==> src/rtl/sram_bus_arbiter.sv <==
`default_nettype none
// ============================================================================
//  Module   : sram_bus_arbiter
//  Brief    : Round-robin arbiter sharing one SRAM-like bus between the
//             instruction-fetch and data-access masters. Only one
//             transaction is outstanding at a time. Handshakes go back to
//             the master that owns the current transaction.
//  Revision : 1.0 - initial release
// ============================================================================
module sram_bus_arbiter #(
  parameter int ADDR_W = 32,
  parameter int DATA_W = 32
) (
  input  logic              clk,
  input  logic              rst,
  // instruction master
  input  logic              inst_req,
  input  logic [ADDR_W-1:0] inst_addr,
  output logic              inst_addr_ok,
  output logic              inst_data_ok,
  output logic [DATA_W-1:0] inst_rdata,
  // data master
  input  logic              data_req,
  input  logic              data_wr,
  input  logic [1:0]        data_size,
  input  logic [ADDR_W-1:0] data_addr,
  input  logic [DATA_W-1:0] data_wdata,
  output logic              data_addr_ok,
  output logic              data_data_ok,
  output logic [DATA_W-1:0] data_rdata,
  // shared slave bus
  output logic              req,
  output logic              wr,
  output logic [1:0]        size,
  output logic [ADDR_W-1:0] addr,
  output logic [DATA_W-1:0] wdata,
  input  logic              addr_ok,
  input  logic              data_ok,
  input  logic [DATA_W-1:0] rdata
);

  typedef enum logic [1:0] {
    S_IDLE = 2'd0,
    S_ADDR = 2'd1,
    S_DATA = 2'd2
  } state_t;

  // owner / last_grant encoding: 0 = instruction master, 1 = data master
  localparam logic       c_OWNER_DATA = 1'b1;
  localparam logic [1:0] c_SIZE_WORD  = 2'd2;

  state_t r_state;
  state_t w_state_nxt;
  logic   r_owner;
  logic   w_owner_nxt;
  logic   r_last_grant;
  logic   w_last_grant_nxt;
  logic   w_own_req;
  logic   w_fwd_addr_ok;
  logic   w_fwd_data_ok;

  // The owner's live request line; dropping it before addr_ok aborts.
  assign w_own_req = (r_owner == c_OWNER_DATA) ? data_req : inst_req;

  // State, owner and round-robin history registers.
  always_ff @(posedge clk) begin
    if (rst) begin
      r_state      <= S_IDLE;
      r_owner      <= 1'b0;
      r_last_grant <= 1'b0;
    end else begin
      r_state      <= w_state_nxt;
      r_owner      <= w_owner_nxt;
      r_last_grant <= w_last_grant_nxt;
    end
  end

  // Grant decision and transaction sequencing.
  always_comb begin
    w_state_nxt      = r_state;
    w_owner_nxt      = r_owner;
    w_last_grant_nxt = r_last_grant;
    case (r_state)
      S_IDLE: begin
        if (inst_req || data_req) begin
          // On contention, the master that did not win last time wins now.
          w_owner_nxt      = (inst_req && data_req) ? ~r_last_grant : data_req;
          w_last_grant_nxt = w_owner_nxt;
          w_state_nxt      = S_ADDR;
        end
      end
      S_ADDR: begin
        if (addr_ok) begin
          w_state_nxt = data_ok ? S_IDLE : S_DATA;
        end else if (!w_own_req) begin
          w_state_nxt = S_IDLE;
        end
      end
      S_DATA: begin
        if (data_ok) begin
          w_state_nxt = S_IDLE;
        end
      end
      default: w_state_nxt = S_IDLE;
    endcase
  end

  // Bus drive from the owner's live fields and handshake steering.
  always_comb begin
    req           = 1'b0;
    wr            = 1'b0;
    size          = 2'd0;
    addr          = '0;
    wdata         = '0;
    w_fwd_addr_ok = 1'b0;
    w_fwd_data_ok = 1'b0;
    if (r_state == S_ADDR) begin
      req           = 1'b1;
      w_fwd_addr_ok = addr_ok;
      w_fwd_data_ok = addr_ok & data_ok;
      if (r_owner == c_OWNER_DATA) begin
        wr    = data_wr;
        size  = data_size;
        addr  = data_addr;
        wdata = data_wdata;
      end else begin
        size  = c_SIZE_WORD;
        addr  = inst_addr;
      end
    end else if (r_state == S_DATA) begin
      w_fwd_data_ok = data_ok;
    end
  end

  assign inst_addr_ok = w_fwd_addr_ok & (r_owner != c_OWNER_DATA);
  assign inst_data_ok = w_fwd_data_ok & (r_owner != c_OWNER_DATA);
  assign data_addr_ok = w_fwd_addr_ok & (r_owner == c_OWNER_DATA);
  assign data_data_ok = w_fwd_data_ok & (r_owner == c_OWNER_DATA);
  assign inst_rdata   = rdata;
  assign data_rdata   = rdata;

endmodule
`default_nettype wire

==> config.mk <==
export PLATFORM = sky130hd
export DESIGN_NAME = sram_bus_arbiter
export DESIGN_NICKNAME = d
export VERILOG_FILES = /design/src/rtl/sram_bus_arbiter.sv
export SDC_FILE = /design/constraint.sdc
export NUM_CORES = 1
export LEC_CHECK = 0
export CAP_MARGIN = 25
export CORE_MARGIN = 10
export CORE_UTILIZATION = 18
export DETAILED_ROUTE_END_ITERATION = 12
export GPL_TIMING_DRIVEN = 0
export PLACE_DENSITY = 0.77
export SLEW_MARGIN = 20
export SYNTH_ARGS = -nofsm -noshare
export SYNTH_HDL_FRONTEND = slang
export SYNTH_SLANG_ARGS = --single-unit
export TNS_END_PERCENT = 10
==> constraint.sdc <==
create_clock -name clk -period 1.24 [get_ports clk]
set_clock_uncertainty 0.15 [all_clocks]
set_input_delay 0.186 -clock clk [delete_from_list [all_inputs] [get_ports clk]]
set_output_delay 0.186 -clock clk [all_outputs]
set_load 0.005 [all_outputs]
==> key figures, run 1 <==
Final layout
  – Layout cell share with drive strength beyond 1: 43.2%
  – Area grow syn2layout: 188%
  – Fin cells: 565
  – Finished Cell Area: 4170 µm²
  – Diode count: 0
  – Final core utilization: 53.7%
  – Most frequent cells in the layout: 168 x clkdlybuf4s50_1, 72 x buf_4, 60 x buf_2
  – Commonest non-fill, non-tap cell in the layout: clkdlybuf4s50_1
  – Final nets: 601

STA
  – Final worst path period need: 1680 ps
  – Worst-Margin Slew: 273 ps
  – Period Utilization, post-route: 135%
  – Final Max Slew Viols: 0
  – Max Freq: 0.597 GHz
  – Slew HR: 81.7%
  – RSZ-0062 raised after global routing: yes
  – Final setup TNS: -26650 ps
  – Setup violations, final: 74
  – Final Hold Fails: 0
  – Final WS setup: -435 ps

Critical path
  – Crit path kind: reg2out
  – Reg-to-Reg Start: r_last_grant$_SDFFE_PP0P_
  – Crit-path cells: buf_8 -> buf_8 -> buf_12 -> mux2i_4 -> nor2_2 -> buf_2
  – Crit. Startpoint: r_last_grant$_SDFFE_PP0P_
  – Worst-case reg-to-reg path depth: 5
  – Worst Path Arrival: 1340 ps
  – FF-to-FF End: r_last_grant$_SDFFE_PP0P_
  – CP Launch Type: register
  – R2R Setup Slk: -360 ps
  – Crit path capture type: output pin
  – CP max-delay cell: dfxtp_2
  – Buf/Inv on CP: 4
  – Maximum fanout along the worst path: 6
  – Top delay family on crit path: buffers and inverters
  – CP required: 900 ps
  – CP max stage delay: 320 ps
  – Most common cell on crit path: buf_8

Clock network
  – CTS tree: built
  – Bufs on Longest Clock Path: 2
  – Cts bufs inserted: 3
  – # clock sinks: 3
  – CTS H-Tree Depth: 1
  – Clk root buf: clkbuf_8
  – Worst skew pair latency: 210 ps
  – Worst-path clk slew: 30 ps
  – Hold_buf cts: 0

Place
  – Port Buffers: 240
  – Dpl hpwl: 9.25 mm
  – Final RePlAce weighted congestion: 0.766
  – Dpl cell area: 4000 µm²
  – Placed insts: 544

Synth
  – Yosys warning total: 0
  – Synthesized area per cell: 7.17 µm²
  – Synthesized flop and latch total: 3
  – Post-Syn Area: 1450 µm²
  – Cells after Synth: 202
  – Cell variety after synth: 22
  – Register area share after synthesis: 4.15%
  – Syn_nets: 339

Routing
  – Total Routed Length: 10.7 mm
  – # DRC: 0
  – WL/cell: 18.9 µm
  – Iter 0 DRT Violations: 44
  – Pre-Repair DR Iteration Count: 4
  – DRT antenna net count: 0
  – Vias per std cell: 4.12
  – DR vias: 2328

Floorplan
  – DIE WIDTH: 110 µm
  – Initial Util: 18.7%
  – Chip height: 110 µm
  – Core area: 7770 µm²
  – Ports: 273
  – # rows: 32
  – Die area: 12000 µm²

Global route
  – Initial antenna violation count: 0
  – Met2 Use GR: 30.6%
  – Remaining global-route overflow: 0
  – Routing usage on met1: 13.5%
  – Most Used Layer, Global Route: met2
  – Via count of the first global-routing pass: 2518
  – Gr usage total: 15.6%
  – Met3 global-route usage: 9.42%
  – Wire length of the first global-routing pass: 14.7 mm
  – Pin count of the biggest net entering global routing: 11

Run status
  – Violated checks: setup timing
  – Status: finished with violations

Hold path
  – Worst hold path stage count: 1
  – Hold Crit Class: reg2reg
  – Worst hold start: r_state[0]$_SDFFE_PP0P_
  – Hold endpoint: r_state[0]$_SDFFE_PP0P_

Power
  – Max IR drop VDD: 0.246 mV
  – P_leak: 0.00204 µW
  – Power per cell area: 484 nW/µm²

Job
  – Max_cap viols: 0
power breakdown:
| group | internal (µW) | leakage, µW | switching (µW) |
|---|---|---|---|
| combinational | 1090 | 0.00199 | 529 |
| sequential | 105 | 0.0000264 | 11.6 |
| clock | 219 | 0.0000228 | 61.2 |
flip-flops by register name, summed over array words and instances (netlist names):
register	count
r_state	2
r_last_grant	1
what timing repair did:
action                                  4_1_cts  5_1_grt
buffers inserted                             15        0
cloned                                        4        0
pin swaps                                     9        5
gates resized for setup                     341       22
endpoints found under the setup margin       74       74
Yosys cell counts:
cell type | number | share of area [%]
o22ai_2 | 1 | 0.86
buf_2 | 6 | 2.1
clkbuf_2 | 1 | 0.35
a211oi_1 | 3 | 1.6
and3_1 | 36 | 16
and3b_1 | 1 | 0.60
mux2i_1 | 32 | 22
nand2b_1 | 3 | 1.3
buf_4 | 66 | 34
inv_1 | 2 | 0.52
inv_2 | 1 | 0.26
nor3b_1 | 1 | 0.52
dfxtp_1 | 3 | 4.1
clkbuf_1 | 3 | 0.78
buf_6 | 4 | 3.1
or4b_4 | 1 | 0.95
o21a_1 | 1 | 0.52
nand3b_1 | 1 | 0.52
nor2_1 | 33 | 8.5
or2_2 | 1 | 0.43
a2111oi_0 | 1 | 0.60
o21bai_1 | 1 | 0.52
metrics by stage:
stage	total power (µW)	setup slack [ps]	hold WS, ps
final	2020	-435	363
after global routing	2160	-492	373
after CTS	2000	-426	380
after detailed placement	1570	-759	393
after global placement	1550	-753	389
after floorplan	665	-94.4	101
worst max path at each step:
stage / to / cells past startpoint
2_1_floorplan: wdata[24] / 6
3_3_place_gp: inst_data_ok / 4
3_5_place_dp: inst_data_ok / 4
4_1_cts: addr[9] / 6
5_1_grt: addr[18] / 6
6_report: addr[15] / 6
metal layers:
layer | share of wire (%) | up-vias
met5 | 0 | -
met4 | 0.85 | 0
met3 | 17 | 5
met2 | 52 | 164
met1 | 30 | 1026
li1 | - | 1133
cell type report:
class | count | area [µm²]
Sequential cell | 3 | 68.8
Inverter | 3 | 13.8
Clock buffer | 4 | 45.0
Buffer | 78 | 683
Tap cell | 102 | 128
Timing Repair Buffer | 259 | 2340
Fill cell | 707 | 3590
Multi-Input combinational cell | 116 | 892
worst reg2reg max path: stages, from the launching register on:
cell     delay (ps)
dfxtp_2         310
buf_8           140
buf_8           140
buf_4           140
or4b_4          510
o22ai_2         140
cell families after synthesis:
family	after synthesis	synth area share, %
DFF	3	4.15
and+or+nand+nor	77	28.4
AOI/OAI and AO/OA	7	4.06
buffers and inverters	83	41.3
muxes	32	22.1
Power figures use the tool's default switching activity.
==> inputs of run 2 (changes only) <==
CORE_UTILIZATION = 20   (was 18)
PLACE_DENSITY = 0.81   (was 0.77)
clock period = 1.7 ns   (was 1.24 ns; I/O delays follow)
==> key figures, run 2 (synthesis results as in run 1) <==
Final layout
  – Area grow syn2layout: 175%
  – Final nets: 592 (-1.5%)
  – Final core utilization: 57.8% (+4.0 points)
  – Top Registers: r_state (2), r_last_grant (1)
  – Commonest non-fill, non-tap cell in the layout: clkdlybuf4s50_1
  – Diode count: 0 (unchanged)
  – Most frequent cells in the layout: 167 x clkdlybuf4s50_1, 68 x buf_4, 66 x buf_2
  – Finished Cell Area: 3990 µm² (-4.4%)
  – Largest register by flop count: r_state
  – Reg area: 68.8 µm² (unchanged)
  – Fill count: 656 (-7.2%)
  – Layout cell share with drive strength beyond 1: 41.6% (-1.6 points)
  – Max FFs per register: 2 (unchanged)
  – Multi-input gate area: 883 µm² (-0.98%)

STA
  – Final WS setup: -24.9 ps (+410 ps)
  – Final Hold Fails: 0 (unchanged)
  – Worst-Margin Slew: 367 ps (+93.7 ps)
  – Worst hold slack: 376 ps (+12.9 ps)
  – Max Freq: 0.580 GHz
  – RSZ-0062 raised after global routing: yes
  – Final worst path period need: 1720 ps
  – Slew HR: 74.9% (-6.8 points)
  – Period Utilization, post-route: 101%
  – Setup violations, final: 18 (-76%)
  – Final Max Slew Viols: 0 (unchanged)

Global route
  – Remaining global-route overflow: 0 (unchanged)
  – Wire length of the first global-routing pass: 14.8 mm (+0.75%)
  – Via count of the first global-routing pass: 2494 (-0.95%)
  – Initial antenna violation count: 0 (unchanged)
  – Pin count of the biggest net entering global routing: 11 (unchanged)
  – Gr usage total: 16.7% (+1.1 points)

Critical path
  – Crit path kind: reg2out
  – CP Launch Type: register
  – R2R Setup Slk: 240 ps (+600 ps)
  – Crit path capture type: output pin
  – Crit. Startpoint: r_state[1]$_SDFFE_PP0P_
  – Reg-to-Reg Start: r_last_grant$_SDFFE_PP0P_
  – Worst-case reg-to-reg path depth: 4 (-1)
  – CP required: 1290 ps (+390 ps)
  – Crit-path cells: nand2b_4 -> inv_6 -> buf_8 -> buf_6 -> and3_1 -> buf_2
  – CP max-delay cell: dfxtp_4
  – FF-to-FF End: r_last_grant$_SDFFE_PP0P_
  – Buf/Inv on CP: 4 (unchanged)
  – Top delay family on crit path: buffers and inverters
  – Worst Path Arrival: 1320 ps (-20 ps)
  – CP max stage delay: 330 ps (about the same)
  – Maximum fanout along the worst path: 7 (+1)

Floorplan
  – Die area: 11000 µm² (-8.2%)
  – # rows: 30 (-6.3%)
  – Initial Util: 21.0% (+2.3 points)
  – Chip height: 105 µm (-4.2%)
  – DIE WIDTH: 105 µm (-4.2%)
  – Core area: 6910 µm² (-11%)
  – Ports: 273 (unchanged)

Routing
  – DRT antenna net count: 0 (unchanged)
  – Pre-Repair DR Iteration Count: 4 (unchanged)
  – # DRC: 0 (unchanged)
  – WL/cell: 18.9 µm (+0.19%)
  – Iter 0 DRT Violations: 42 (-4.5%)
  – Vias per std cell: 4.21 (+2.1%)
  – DR vias: 2313 (-0.64%)
  – Total Routed Length: 10.4 mm (-2.5%)

Run status
  – Status: finished with violations
  – Violated checks: setup timing

Power
  – P_leak: 0.00198 µW (-3.0%)
  – Max IR drop VDD: 0.147 mV (-40%)
  – Power per cell area: 347 nW/µm² (-28%)
  – Overall Power: 1380 µW (-31%)

Clock network
  – CTS tree: built
  – Worst skew pair latency: 220 ps (about the same)
  – Clk root buf: clkbuf_8
  – CTS H-Tree Depth: 1 (unchanged)
  – Cts bufs inserted: 3 (unchanged)
  – # clock sinks: 3 (unchanged)
  – Bufs on Longest Clock Path: 2 (unchanged)
  – Worst-path clk slew: 30 ps (about the same)

Place
  – Port Buffers: 240 (unchanged)
  – Final RePlAce weighted congestion: 0.774 (+0.99%)
  – Dpl cell area: 3970 µm² (-0.66%)
  – Dpl hpwl: 9.20 mm (-0.51%)

Hold path
  – Hold Crit Class: reg2reg
  – Worst hold path stage count: 1 (unchanged)
  – Hold endpoint: r_state[0]$_SDFFE_PP0P_
  – Worst hold start: r_state[0]$_SDFFE_PP0P_

Job
  – Max_cap viols: 0 (unchanged)
==> run 2: routing by layer <==
layer	vias to the layer above	track usage, %	routed length, µm
met1	1034	14.8	3380
met5	-	0	0
met4	0	1.57	57
li1	1117	-	-
met2	155	32.6	5590
met3	7	10.1	1380
==> run 2: worst max-delay path by stage <==
stage,endpoint,cells past startpoint
2_1_floorplan,size[0],6
6_report,wdata[20],6
4_1_cts,wdata[23],7
3_5_place_dp,data_data_ok,4
3_3_place_gp,data_data_ok,4
5_1_grt,wdata[27],6
==> run 2: cell type report <==
type / instances / area share, %
multi-input cells: 116 / 22.1
inverters: 3 / 0.408
flip-flops and latches: 3 / 1.73
plain buffers: 79 / 16.9
clock buffers: 4 / 1.13
well taps: 96 / 3.01
repair buffers: 249 / 54.7
==> run 2: repair_timing <==
item | in CTS | in global routing
hold buffers | 0 | 0
setup buffers | 4 | 0
pin swaps | 21 | 6
setup endpoints to repair | 72 | 71
resized for setup | 330 | 24
gates cloned | 3 | 2
==> run 2: per-stage QoR <==
step                      TNS (ps)  cells  worst slack, ps
after CTS                    -1650    549            -98.9
after floorplan                  0    202              260
after global placement      -16890    538             -414
after detailed placement    -18300    538             -448
after global routing         -1560    550            -74.1
final                         -253    550            -24.9
==> run 2: report_power, final <==
group / internal, µW / leakage, µW / switching (µW) / total (µW)
Clock: 160 / 0.0000228 / 50.8 / 211
Sequential: 76.5 / 0.0000264 / 7.67 / 84.2
Combinational: 726 / 0.00193 / 363 / 1090
==> inputs of run 3 (changes only) <==
ABC_AREA = 1   (was not set)
PLACE_DENSITY = 0.82   (was 0.81)
==> key figures, run 3 <==
Run status
  – Status: finished with violations
  – Violated checks: setup timing

Routing
  – Vias per std cell: 4.13 (-1.7%)
  – WL/cell: 16.6 µm (-12%)
  – Total Routed Length: 10.5 mm (+0.53%)
  – DR vias: 2599 (+12%)
  – DRT antenna net count: 0 (unchanged)
  – Pre-Repair DR Iteration Count: 4 (unchanged)
  – Iter 0 DRT Violations: 39 (-7.1%)
  – # DRC: 0 (unchanged)

Clock network
  – Bufs on Longest Clock Path: 2 (unchanged)
  – Worst skew pair latency: 220 ps (about the same)
  – # clock sinks: 3 (unchanged)
  – Hold_buf cts: 0 (unchanged)
  – Cts bufs inserted: 3 (unchanged)
  – Clk root buf: clkbuf_8
  – Worst-path clk slew: 30 ps (about the same)
  – CTS H-Tree Depth: 1 (unchanged)
  – CTS tree: built

Synth
  – Syn_nets: 417 (+23%)
  – Adder-Cell Fraction of Synth Area: 0% (unchanged)
  – Synth async-reset ratio: 0% (unchanged)
  – Count leader, synth: nand2_1
  – Mux cell area share after synthesis: 0% (-22 points)
  – Complex-gate fraction of the synthesized area: 12.5% (+8.4 points)
  – Yosys top cell by area: buf_4
  – Cells after Synth: 280 (+39%)
  – Synth Area in XOR/XNOR: 0% (unchanged)
  – Largest family of logic cells by synthesized area: buffers and inverters
  – Yosys top cell area share: 37.0% (+2.8 points)
  – Post-Syn Area: 1440 µm² (-0.52%)
  – Yosys warning total: 0 (unchanged)
  – Cell variety after synth: 14 (-36%)
  – EDFF count, synth: 0 (unchanged)
  – Synthesized flop and latch total: 3 (unchanged)
  – Synth cell count leaders: 108 x nand2_1, 71 x buf_4, 42 x nor2_1
  – Synthesized area per cell: 5.15 µm² (-28%)
  – Synth area leaders: buf_4 37%, nand2_1 28%, a21oi_1 12%, nor2_1 11%, dfxtp_1 4.2%
  – Register area share after synthesis: 4.17% (+0.022 points)
  – Synth Flop Type: dfxtp_1
  – Post-Synth Simple-Gate Area: 41.0% (+13 points)

Place
  – Dpl hpwl: 9.33 mm (+1.3%)
  – Pre-CTS WS: -306 ps (+143 ps)
  – Dpl cell area: 3960 µm² (-0.19%)
  – Port Buffers: 240 (unchanged)
  – Final RePlAce weighted congestion: 0.752 (-2.8%)

Global route
  – Remaining global-route overflow: 0 (unchanged)
  – Routing usage on met1: 15.9% (+1.1 points)
  – Gr usage total: 17.3% (+0.52 points)
  – Met3 global-route usage: 7.43% (-2.6 points)
  – Most Used Layer, Global Route: met2
  – Pin count of the biggest net entering global routing: 11 (unchanged)
  – Initial antenna violation count: 0 (unchanged)
  – Met2 Use GR: 34.1% (+1.5 points)
  – Wire length of the first global-routing pass: 15.5 mm (+4.8%)
  – Via count of the first global-routing pass: 2682 (+7.5%)

Critical path
  – Worst Path Arrival: 1310 ps (about the same)
  – CP required: 1290 ps (about the same)
  – Worst-case reg-to-reg path depth: 7 (+3)
  – Crit path capture type: output pin
  – Maximum fanout along the worst path: 10 (+3)
  – CP Launch Type: register
  – Crit path kind: reg2out
  – R2R Setup Slk: 470 ps (+230 ps)

Hold path
  – Worst hold path stage count: 3 (+2)
  – Hold Crit Class: in2reg

Job
  – Max_cap viols: 0 (unchanged)

Final layout
  – Diode count: 0 (unchanged)
  – Commonest non-fill, non-tap cell in the layout: clkdlybuf4s50_1
  – Top Registers: r_state (2), r_last_grant (1)
  – Layout cell share with drive strength beyond 1: 32.3% (-9.4 points)
  – Largest register by flop count: r_state
  – Finished Cell Area: 3990 µm² (about the same)
  – Area grow syn2layout: 177%
  – Most frequent cells in the layout: 167 x clkdlybuf4s50_1, 101 x nand2_1, 71 x buf_4
  – Reg area: 66.3 µm² (-3.6%)
  – Max FFs per register: 2 (unchanged)
  – Fill count: 696 (+6.1%)
  – Final nets: 671 (+13%)
  – Multi-input gate area: 837 µm² (-5.2%)

STA
  – Final Hold Fails: 0 (unchanged)
  – RSZ-0062 raised after global routing: yes
  – Worst-Margin Slew: 216 ps (-151 ps)
  – Setup violations, final: 3 (-15)
  – Final worst path period need: 1710 ps (-12.9 ps)
  – Final Max Slew Viols: 0 (unchanged)
  – Worst hold slack: 219 ps (-156 ps)
  – Final WS setup: -12.0 ps (+12.9 ps)
  – Period Utilization, post-route: 101% (-0.76 points)
  – Slew HR: 85.6% (+11 points)
  – Final setup TNS: -15.5 ps (+237 ps)
  – Max Freq: 0.584 GHz (+0.75%)

Power
  – Power per cell area: 337 nW/µm² (-2.8%)
  – Overall Power: 1350 µW (-2.7%)
  – Max IR drop VDD: 0.216 mV (+47%)
  – P_leak: 0.00193 µW (-2.5%)

Floorplan
  – Core area: 6910 µm² (unchanged)
  – DIE WIDTH: 105 µm (-0.21%)
  – Die area: 11000 µm² (-0.42%)
  – Initial Util: 20.9% (-0.11 points)
  – Ports: 273 (unchanged)
  – # rows: 30 (unchanged)
  – Chip height: 105 µm (-0.21%)
[run 3: report_power, final]
part / switching [µW] / leakage (µW) / internal, µW
Sequential: 6.41 / 0.0000261 / 76.4
Combinational: 392 / 0.00188 / 664
Clock: 47.7 / 0.0000228 / 160
[run 3: what timing repair did]
action                     CTS  global route
setup endpoints to repair   72            71
resized for setup          198            69
cloned                       2             0
pin swaps                   10             7
buffers inserted             7             0
[run 3: cell families after synthesis]
kind of cell           after synthesis
DFF                                  3
AOI/OAI and AO/OA                   36
buffers and inverters               86
and+or+nand+nor                    155
[run 3: layout make-up]
| class | instances | area share, % |
|---|---|---|
| buffer | 82 | 16.9 |
| clock buffer | 4 | 1.13 |
| multi-input combinational | 191 | 21.0 |
| tap | 96 | 3.01 |
| timing repair buffer | 249 | 55.6 |
| sequential | 3 | 1.66 |
| inverter | 4 | 0.690 |
[run 3: path summary, 6_finish.rpt]
path	from	to
setup / recovery	r_last_grant$_SDFFE_PP0P_	wdata[29]
hold / removal	addr_ok	r_state[1]$_SDFFE_PP0P_
setup reg to reg	r_last_grant$_SDFFE_PP0P_	r_state[0]$_SDFFE_PP0P_
hold reg to reg	r_state[1]$_SDFFE_PP0P_	r_state[1]$_SDFFE_PP0P_
[run 3: per-layer routing]
layer / part of all wire, % / up-vias
li1: - / 1302
met5: 0 / -
met1: 34 / 1134
met3: 11 / 6
met4: 0.90 / 0
met2: 55 / 157
[run 3: critical path, stage by stage, from the launching register on]
cell           delay (ps)
dfxtp_2               330
buf_12                140
buf_2                 200
nand2_1                80
nor2_1                 90
dlygate4sd2_1         250
[run 3: metrics by stage]
stage / util [%] / instances
after floorplan: - / 280
after global routing: 57.8 / 629
final: 57.8 / 629
after CTS: 57.8 / 629
after detailed placement: 57.4 / 616
after global placement: 57.4 / 616
